$ cat config.mk
export PLATFORM = sky130hd
export DESIGN_NAME = i2c_config_seq
export DESIGN_NICKNAME = d
export VERILOG_FILES = /design/src/rtl/i2c_cfg_pkg.sv /design/src/rtl/i2c_config_rom.sv /design/src/rtl/i2c_config_seq.sv
export SDC_FILE = /design/constraint.sdc
export NUM_CORES = 1
export LEC_CHECK = 0
export CORE_MARGIN = 1
export CORE_UTILIZATION = 30
export CTS_BUF_LIST = sky130_fd_sc_hd__clkbuf_4 sky130_fd_sc_hd__clkbuf_8 sky130_fd_sc_hd__clkbuf_16
export CTS_CLUSTER_DIAMETER = 150
export DETAILED_ROUTE_END_ITERATION = 8
export GPL_TIMING_DRIVEN = 0
export PLACE_DENSITY = 0.64
export SYNTH_ARGS = -nofsm -noshare
export SYNTH_HDL_FRONTEND = slang
export SYNTH_HIERARCHICAL = 1
export SYNTH_SLANG_ARGS = --single-unit
$ cat constraint.sdc
create_clock -name clk -period 2.25 [get_ports clk]
set_clock_uncertainty 0.2 [all_clocks]
set_input_delay 0.3375 -clock clk [delete_from_list [all_inputs] [get_ports clk]]
set_output_delay 0.3375 -clock clk [all_outputs]
set_load 0.01 [all_outputs]
$ cat src/rtl/i2c_cfg_pkg.sv
// Shared types and constants for the I2C configuration sequencer.
// CFG_SEQ_DELAY_EN adds the delay-entry table row and the StDelay state.
package i2c_cfg_pkg;

    typedef struct packed {
        logic [7:0] reg_addr;
        logic [7:0] data;
    } cfg_entry_t;

`ifdef CFG_SEQ_DELAY_EN
    localparam int unsigned NUM_ENTRIES = 4;
`else
    localparam int unsigned NUM_ENTRIES = 3;
`endif

    localparam logic [7:0] DELAY_REG = 8'hFF;

    typedef enum logic [3:0] {
        StIdle,
        StLoad,
        StIssue,
        StGap,
        StWait,
        StNext,
        StDone,
        StFail
`ifdef CFG_SEQ_DELAY_EN
        ,
        StDelay
`endif
    } state_e;

endpackage

$ cat src/rtl/i2c_config_rom.sv
// Combinational configuration table; rows past the end read back as all zeros.
// CFG_SEQ_DELAY_EN inserts a delay row (DELAY_REG) after the first write.
module i2c_config_rom
    import i2c_cfg_pkg::*;
(
    input  logic [7:0] index_i,
    output cfg_entry_t entry_o
);

    always_comb begin
        entry_o = '{reg_addr: 8'h00, data: 8'h00};
        case (index_i)
`ifdef CFG_SEQ_DELAY_EN
            8'd0: entry_o = '{reg_addr: 8'h12, data: 8'h80};
            8'd1: entry_o = '{reg_addr: DELAY_REG, data: 8'h05};
            8'd2: entry_o = '{reg_addr: 8'h11, data: 8'h01};
            8'd3: entry_o = '{reg_addr: 8'h40, data: 8'hD0};
`else
            8'd0: entry_o = '{reg_addr: 8'h12, data: 8'h80};
            8'd1: entry_o = '{reg_addr: 8'h11, data: 8'h01};
            8'd2: entry_o = '{reg_addr: 8'h40, data: 8'hD0};
`endif
            default: entry_o = '{reg_addr: 8'h00, data: 8'h00};
        endcase
    end

endmodule

$ cat src/rtl/i2c_config_seq.sv
// Walks the configuration table, issuing one I2C register write per row with retry/timeout.
// CFG_SEQ_DELAY_EN turns DELAY_REG rows into data*DELAY_UNIT-cycle pauses.
module i2c_config_seq
    import i2c_cfg_pkg::*;
#(
    parameter logic [6:0]  SLAVE_ADDR     = 7'h21,
    parameter int unsigned MAX_RETRY      = 3,
    parameter int unsigned TIMEOUT_CYCLES = 512,
    parameter int unsigned DELAY_UNIT     = 20
) (
    input  logic       clk,
    input  logic       rst_n,
    input  logic       start_i,
    output logic       busy_o,
    output logic       done_o,
    output logic       fail_o,
    output logic [7:0] fail_index_o,
    output logic [6:0] slav_addr_o,
    output logic       read_not_write_o,
    output logic [7:0] reg_addr_o,
    output logic [7:0] write_data_o,
    output logic       write_valid_o,
    input  logic       write_ready_i,
    input  logic       error_i
);

    localparam int unsigned RetryW = (MAX_RETRY > 0) ? $clog2(MAX_RETRY + 1) : 1;
    localparam int unsigned WaitW  = (TIMEOUT_CYCLES > 1) ? $clog2(TIMEOUT_CYCLES) : 1;
    localparam logic [RetryW-1:0] RetryMax  = RetryW'(MAX_RETRY);
    localparam logic [WaitW-1:0]  WaitLast  = WaitW'(TIMEOUT_CYCLES - 1);
    localparam logic [7:0]        LastIndex = 8'(NUM_ENTRIES - 1);

    state_e            state_q, state_d;
    logic [7:0]        index_q, index_d;
    logic [RetryW-1:0] retry_q, retry_d;
    logic [WaitW-1:0]  wait_cnt_q, wait_cnt_d;
    logic              err_q, err_d;
    logic [7:0]        fail_index_q, fail_index_d;
    logic [7:0]        reg_addr_q, reg_addr_d;
    logic [7:0]        write_data_q, write_data_d;
    logic              err_now, timed_out;
    cfg_entry_t        rom_entry;

`ifdef CFG_SEQ_DELAY_EN
    localparam int unsigned DelayW = $clog2(255 * DELAY_UNIT + 1);
    logic [DelayW-1:0] delay_cnt_q, delay_cnt_d;
`endif

    i2c_config_rom u_rom (
        .index_i (index_q),
        .entry_o (rom_entry)
    );

    always_ff @(posedge clk or negedge rst_n) begin
        if (!rst_n) begin
            state_q      <= StIdle;
            index_q      <= '0;
            retry_q      <= '0;
            wait_cnt_q   <= '0;
            err_q        <= 1'b0;
            fail_index_q <= '0;
            reg_addr_q   <= '0;
            write_data_q <= '0;
`ifdef CFG_SEQ_DELAY_EN
            delay_cnt_q  <= '0;
`endif
        end else begin
            state_q      <= state_d;
            index_q      <= index_d;
            retry_q      <= retry_d;
            wait_cnt_q   <= wait_cnt_d;
            err_q        <= err_d;
            fail_index_q <= fail_index_d;
            reg_addr_q   <= reg_addr_d;
            write_data_q <= write_data_d;
`ifdef CFG_SEQ_DELAY_EN
            delay_cnt_q  <= delay_cnt_d;
`endif
        end
    end

    always_comb begin
        state_d      = state_q;
        index_d      = index_q;
        retry_d      = retry_q;
        wait_cnt_d   = wait_cnt_q;
        err_d        = err_q;
        fail_index_d = fail_index_q;
        reg_addr_d   = reg_addr_q;
        write_data_d = write_data_q;
`ifdef CFG_SEQ_DELAY_EN
        delay_cnt_d  = delay_cnt_q;
`endif
        // An error seen together with write_ready still fails the transaction.
        err_now   = err_q | error_i;
        timed_out = (wait_cnt_q == WaitLast) && !write_ready_i;

        case (state_q)
            StIdle, StDone, StFail: begin
                if (start_i) begin
                    index_d      = '0;
                    retry_d      = '0;
                    fail_index_d = '0;
                    state_d      = StLoad;
                end
            end
            StLoad: begin
                reg_addr_d   = rom_entry.reg_addr;
                write_data_d = rom_entry.data;
                err_d        = 1'b0;
                wait_cnt_d   = '0;
`ifdef CFG_SEQ_DELAY_EN
                if (rom_entry.reg_addr == DELAY_REG) begin
                    delay_cnt_d = DelayW'(rom_entry.data) * DelayW'(DELAY_UNIT);
                    state_d     = StDelay;
                end else begin
                    state_d = StIssue;
                end
`else
                state_d = StIssue;
`endif
            end
            StIssue: begin
                if (write_ready_i) begin
                    err_d      = 1'b0;
                    wait_cnt_d = '0;
                    state_d    = StGap;
                end
            end
            StGap: begin
                // Master may still show ready from before it took the request.
                state_d = StWait;
            end
            StWait: begin
                if (write_ready_i || timed_out) begin
                    err_d      = 1'b0;
                    wait_cnt_d = '0;
                    if (!(err_now || timed_out)) begin
                        retry_d = '0;
                        state_d = StNext;
                    end else if (retry_q < RetryMax) begin
                        retry_d = retry_q + RetryW'(1);
                        state_d = StIssue;
                    end else begin
                        fail_index_d = index_q;
                        state_d      = StFail;
                    end
                end else begin
                    err_d      = err_now;
                    wait_cnt_d = wait_cnt_q + WaitW'(1);
                end
            end
            StNext: begin
                index_d = index_q + 8'd1;
                state_d = (index_q == LastIndex) ? StDone : StLoad;
            end
`ifdef CFG_SEQ_DELAY_EN
            StDelay: begin
                if (delay_cnt_q <= DelayW'(1)) begin
                    delay_cnt_d = '0;
                    state_d     = StNext;
                end else begin
                    delay_cnt_d = delay_cnt_q - DelayW'(1);
                end
            end
`endif
            default: state_d = StIdle;
        endcase
    end

    assign busy_o           = !(state_q inside {StIdle, StDone, StFail});
    assign done_o           = (state_q == StDone);
    assign fail_o           = (state_q == StFail);
    assign fail_index_o     = fail_index_q;
    assign slav_addr_o      = SLAVE_ADDR;
    assign read_not_write_o = 1'b0;
    assign reg_addr_o       = reg_addr_q;
    assign write_data_o     = write_data_q;
    assign write_valid_o    = (state_q == StIssue);

endmodule

* Word-level counts from Yosys, hierarchy flattened
Cells that the tools add are included.
** Storage, ports and cells
- Bits of input ports :: 5
- Bits in registers :: 48
- Logic and storage cells :: 71
** Operators by class
- $add $sub $neg :: 3
- Reduce and logical (&&, ||, !) cells :: 17
- $lt $le $gt $ge :: 1
- Muxes and demuxes :: 25
- Equality and inequality tests :: 16
- Bitwise operators :: 1
** Operators by type and width (count)
- case mux 15 bit (3 select lines) :: 1
- 2-to-1 mux 8 bit :: 4
- case mux 8 bit (2 select lines) :: 2
- case mux 9 bit (3 select lines) :: 1
- case mux 4 bit (6 select lines) :: 1
- 2-to-1 mux 9 bit :: 2
- == test 4 x 3 -> 1 bit, second input constant :: 4
- 2-to-1 mux 4 bit :: 3
- adder 9 x 1 -> 9 bit, second input constant :: 1
- == test 9 bit, second input constant :: 1
- 2-to-1 mux 3 bit :: 3
- adder 8 x 1 -> 8 bit, second input constant :: 1
- == test 4 x 2 -> 1 bit, second input constant :: 2
- == test 8 x 1 -> 1 bit, second input constant :: 1
- == test 8 x 2 -> 1 bit, second input constant :: 1
- logical NOT 8 bit :: 1
- 2-to-1 mux 2 bit :: 4
- != test 2 bit, second input constant :: 4
- nonzero test 3 bit :: 2
- AND reduction 5 bit :: 1
- == test 4 x 1 -> 1 bit, second input constant :: 1
- logical NOT 4 bit :: 1
- case mux 2 bit (2 select lines) :: 1
- AND reduction 2 bit :: 2
- 14 further kinds :: 18

* Logic depth before layout (Yosys ltp)
Gate-level depths: netlist (run 1).
- Depth after elaboration :: 6
- Gate-level depth with buffers :: 8
- Gate-level depth less buffers :: 8

* By module
The synthesis (run 1) kept the hierarchy.
** By module, submodules not included
- i2c_config_seq :: area each 2366.0 sq um, cells an instance 218, instances 1, sequential area each 1176.1 sq um
- i2c_config_rom :: area each 147.6 sq um, cells an instance 19, instances 1, sequential area each 0.0 sq um

* Least setup slack after synthesis (run 1)
OpenSTA, ideal clock, no wires.
- Path type :: reg2reg
- Start point :: register wait_cnt_q[0]
- End point :: register fail_index_q[0] (netlist: fail_index_o[0])
- Clock period less this slack :: 2461 ps
- Arrival time :: 2136 ps
- Stages on the path, launching flop included :: 9
- Buffers on the path :: 0
- Path slack :: -211 ps
- Data required time :: 1925 ps
- Cell sequence :: dfrtp_1 > ha_1 > and3_1 > and3_1 > ha_1 > nand2b_1 > a21boi_0 > a2bb2oi_2 > mux2_2
** On the way
- Cells in the longest elaborated chain, start to end :: 5
- Elaborated cells on any way between the ends :: 7
- Classes of those cells :: eq/ne (3); reduce/logical (4)
** RTL lines
- start: declaration :: line i2c_config_seq.sv:36 : logic [WaitW-1:0] wait_cnt_q, wait_cnt_d;
- start signal: assignment :: line i2c_config_seq.sv:71 : wait_cnt_q <= wait_cnt_d;
- == test 9 bit (*) :: line i2c_config_seq.sv:96 : timed_out = (wait_cnt_q == WaitLast) && !write_ready_i;
- logical AND 1 bit (*) :: line i2c_config_seq.sv:96
- logical OR 1 bit, on equally long branches :: line i2c_config_seq.sv:138, i2c_config_seq.sv:135
- != test 2 bit (no source line)
- AND reduction 5 bit (no source line) (*)
- end signal: assignment :: line i2c_config_seq.sv:73 : fail_index_q <= fail_index_d;
- end: declaration :: line i2c_config_seq.sv:38 : logic [7:0] fail_index_q, fail_index_d;
Every way passes the cells marked *; elsewhere a longest branch is shown, timed or not.
A chain may end at the register's enable or synchronous reset.

* Final worst setup path (run 1)
- Start point :: register index_q[0]
- End point :: register state_q[2]
** On the way
- Cells in the longest elaborated chain, start to end :: 3
** RTL lines
- start: declaration :: line i2c_config_seq.sv:34 : logic [7:0] index_q, index_d;
- start signal: assignment :: line i2c_config_seq.sv:69 : index_q <= index_d;
- == test 8 x 2 -> 1 bit :: line i2c_config_seq.sv:155 : state_d = (index_q == LastIndex) ? StDone : StLoad;
- 2-to-1 mux 3 bit :: line i2c_config_seq.sv:155
- case mux 4 bit (6 select lines) :: line i2c_config_seq.sv:98 : case (state_q)
- end signal: assignment :: line i2c_config_seq.sv:56 : state_q <= StIdle;
- end signal: assignment :: line i2c_config_seq.sv:68 : state_q <= state_d;
- end: declaration :: line i2c_config_seq.sv:33 : state_e state_q, state_d;
No other way between the ends.

==> results of run 1 <==
## sequential cells by signal (all words and copies together) (netlist names)
signal and count:
wait_cnt_q 9, fail_index_o 8, index_q 8, reg_addr_o 8, write_data_o 8, state_q 3, retry_q 2, err_q 1
## cell type report
| type | instances | area [um2] |
|---|---|---|
| Fill cell | 828 | 4800 |
| Timing Repair Buffer | 45 | 438 |
| Clock inverter | 3 | 22.5 |
| Multi-Input combinational cell | 166 | 1310 |
| Inverter | 10 | 37.5 |
| Sequential cell | 47 | 1180 |
| Tap cell | 105 | 131 |
| Clock buffer | 5 | 68.8 |
| Buffer | 26 | 186 |
## worst register-to-register path, stage by stage (launching register included)
cell,delay [ps]
dfrtp_2,420
inv_2,80
ha_1,130
or4b_4,450
or4_4,450
a2111oi_4,310
a221o_1,170
## per-layer routing
layer | vias up | GRT usage | part of all wire | wire, um
li1 | 951 | - | - | -
met1 | 915 | 0.167 | 0.48 | 2460
met2 | 37 | 0.215 | 0.47 | 2460
met3 | 6 | 0.0293 | 0.038 | 196
met4 | 0 | 0.0449 | 0.012 | 63
met5 | - | 0 | 0 | 0
## how the worst max path moves through the flow
stage / from / endpoint / slack, ps
CTS: index_q[0] / state_q[2] / -40
detailed placement: write_ready_i / wait_cnt_q[7] / -300
finish: index_q[0] / state_q[2] / -30
floorplan: wait_cnt_q[0] / fail_index_o[0] / -20
global placement: rst_n / reg_addr_o[2] / -810
global route: wait_cnt_q[2] / state_q[0] / -100
## placed cells by master (no fill, tap or decap), drive strengths merged, types with 3 or more instances in the layout
cell	Yosys	layout
clkdlybuf4s50	0	27
and3	4	4
o31ai	3	3
mux2i	8	8
a22o	7	7
mux2	19	19
nor3	5	5
buf	22	35
conb	3	16
nand3	8	8
nand2	20	20
a21oi	5	5
ha	5	5
a211oi	3	3
a21boi	3	3
nor4	4	4
nor2	10	10
clkbuf	5	9
inv	10	11
o21ai	8	8
or4	3	3
dfrtp	47	47
## per-stage QoR
stage / cell area [um2] / worst slack, ps / instances / power, uW
3_5_place_dp: 3100 / -300 / 388 / 2920
4_1_cts: 3280 / -38.9 / 403 / 3560
5_1_grt: 3380 / -105 / 407 / 3830
2_1_floorplan: 2640 / -19.6 / 250 / 2300
6_report: 3380 / -33.4 / 407 / 3570
3_3_place_gp: 3090 / -806 / 387 / 2890
## what timing repair did
item | CTS | global route
setup buffers | 7 | 4
pin swaps | 2 | 4
hold buffers | 1 | 0
endpoints found under the hold margin | 21 | 0
gates resized for setup | 15 | 15
setup endpoints to repair | 31 | 20
## cells by family after synthesis
group                    Yosys count  share of synthesized area
flip-flops                        47                      0.468
buffers and inverters             37                     0.0846
AND/OR/NAND/NOR                   73                      0.162
multiplexers                      27                      0.117
other                              3                    0.00448
adder cells (fa/ha/maj)            5                     0.0249
XOR/XNOR                           2                    0.00697
AO/OA/AOI/OAI                     43                      0.132
## where the power goes
part           internal [uW]  switching (uW)  total (uW)
clock                    223             310         533
sequential              1070             175        1250
combinational            965             827        1790
total                   2260            1310        3570
==> impl_metrics.ini, run 1 <==
[die]
ioPinCount = 41
fp-row-count = 33
die_y_um = 93.5
die-area_um2 = 8750
die_w_um = 93.5
coreArea_um2 = 8180
start_util = 0.307

[place]
port-buffer-count = 32
hpwl_um = 3610
place.gp.congestion = 0.806

[clock_network]
h-tree-depth = 2
cts_buffers = 5
clk_pin_slew_ps = 100
cts_root_buffer = clkbuf_8
clkLatencyLatePin_ps = 300
cts_buffer_depth = 2
cts_tree = done
cts_sinks = 47

[detailed_routing]
drtIter0Drc = 100
finalWirelength_um = 5180
wl_per_cell_um = 12.7
vias = 1909
dr.pass1.iters = 5
avgViaCountPerCell = 4.69
drc = 0
antenna_left = 0

[finish]
syn2layout_area_growth_pct = 34.3
fin_nets = 311
antennaDiodeCount = 0
final_util = 0.413
layout-drive-gt1-share = 0.308

[global_route]
grt_pass1_wl_um = 8910
grt_pass1_vias = 1862
grt_max_degree = 27
grt_overflow = 0
grt_antenna_before_repair = 0
grt_usage = 0.130

[yosys]
seq_area_frac_synth = 0.468
synthTopCellsByArea = dfrtp_1 47%, mux2_2 8.5%, buf_4 5.7%
synth_commonest_cells = 47 x dfrtp_1, 20 x nand2_1, 19 x buf_4, 19 x mux2_2
avgSynthCellArea_um2 = 10.6
yosysMostFrequentCell = dfrtp_1
yosys_warnings = 6
synthArstFlopShare = 1.00
ys_ff_latch = 47
synthFlopType = dfrtp_1
synth_edf_count = 0
synth_top_cell_area_share = 0.468
yosys.area.top_type = dfrtp_1
synthCells = 237
netlist_area_um2 = 2510
synth_cell_types = 53

[critical_path]
r2r-end = state_q[2]
ff2ff_setup_slack_ps = -30
max_stage_delay_ps = 450
worst-setup-path-type = reg -> reg
worst-path-max-fanout = 4
cp.buffers_inverters = 1
worst_path_max_delay_cell = or4b_4
crit_cells = 6
crit_family = simple AND/OR/NAND/NOR gates
arrival_ps = 2320
worstPathCellList = inv_2 -> ha_1 -> or4b_4 -> or4_4 -> a2111oi_4 -> a221o_1
r2r-start = index_q[0]
worstPathRequired_ps = 2290
r2r_cells = 6
end_kind = flip-flop
start_kind = flip-flop

[power]
leakage_uw = 0.00148
max-vdd-ir-drop_mv = 0.626
power_density_nw_per_um2 = 1060

[sta]
period_needed_ps = 2280
hold-worst-slack_ps = 304
final-setup-viol-count = 1
maxSlewHeadroom = 0.495
final_max_slew_viol_count = 0
timing.final.crit_share = 1.01
worst_slack_ps = -33.4
tns_ps = -33.4
clock.fmax_mhz = 438
rsz0062_at_grt = yes
worstMarginPinSlew_ps = 751
hold_violations = 0

[min_path]
min_to = err_q
hold-path-cell-count = 1
hp-class = reg -> reg
hp-start = err_q

[run_status]
violations = negative setup slack
outcome = finished with violations

[job]
drv_cap = 0
No activity file was read; power rests on OpenSTA's default activity.
==> inputs of run 2 (changes only) <==
Settings changed: CAP_MARGIN from default to 20.
==> results of run 2 <==
Final layout, timing and power as in run 1 (identical DEF).
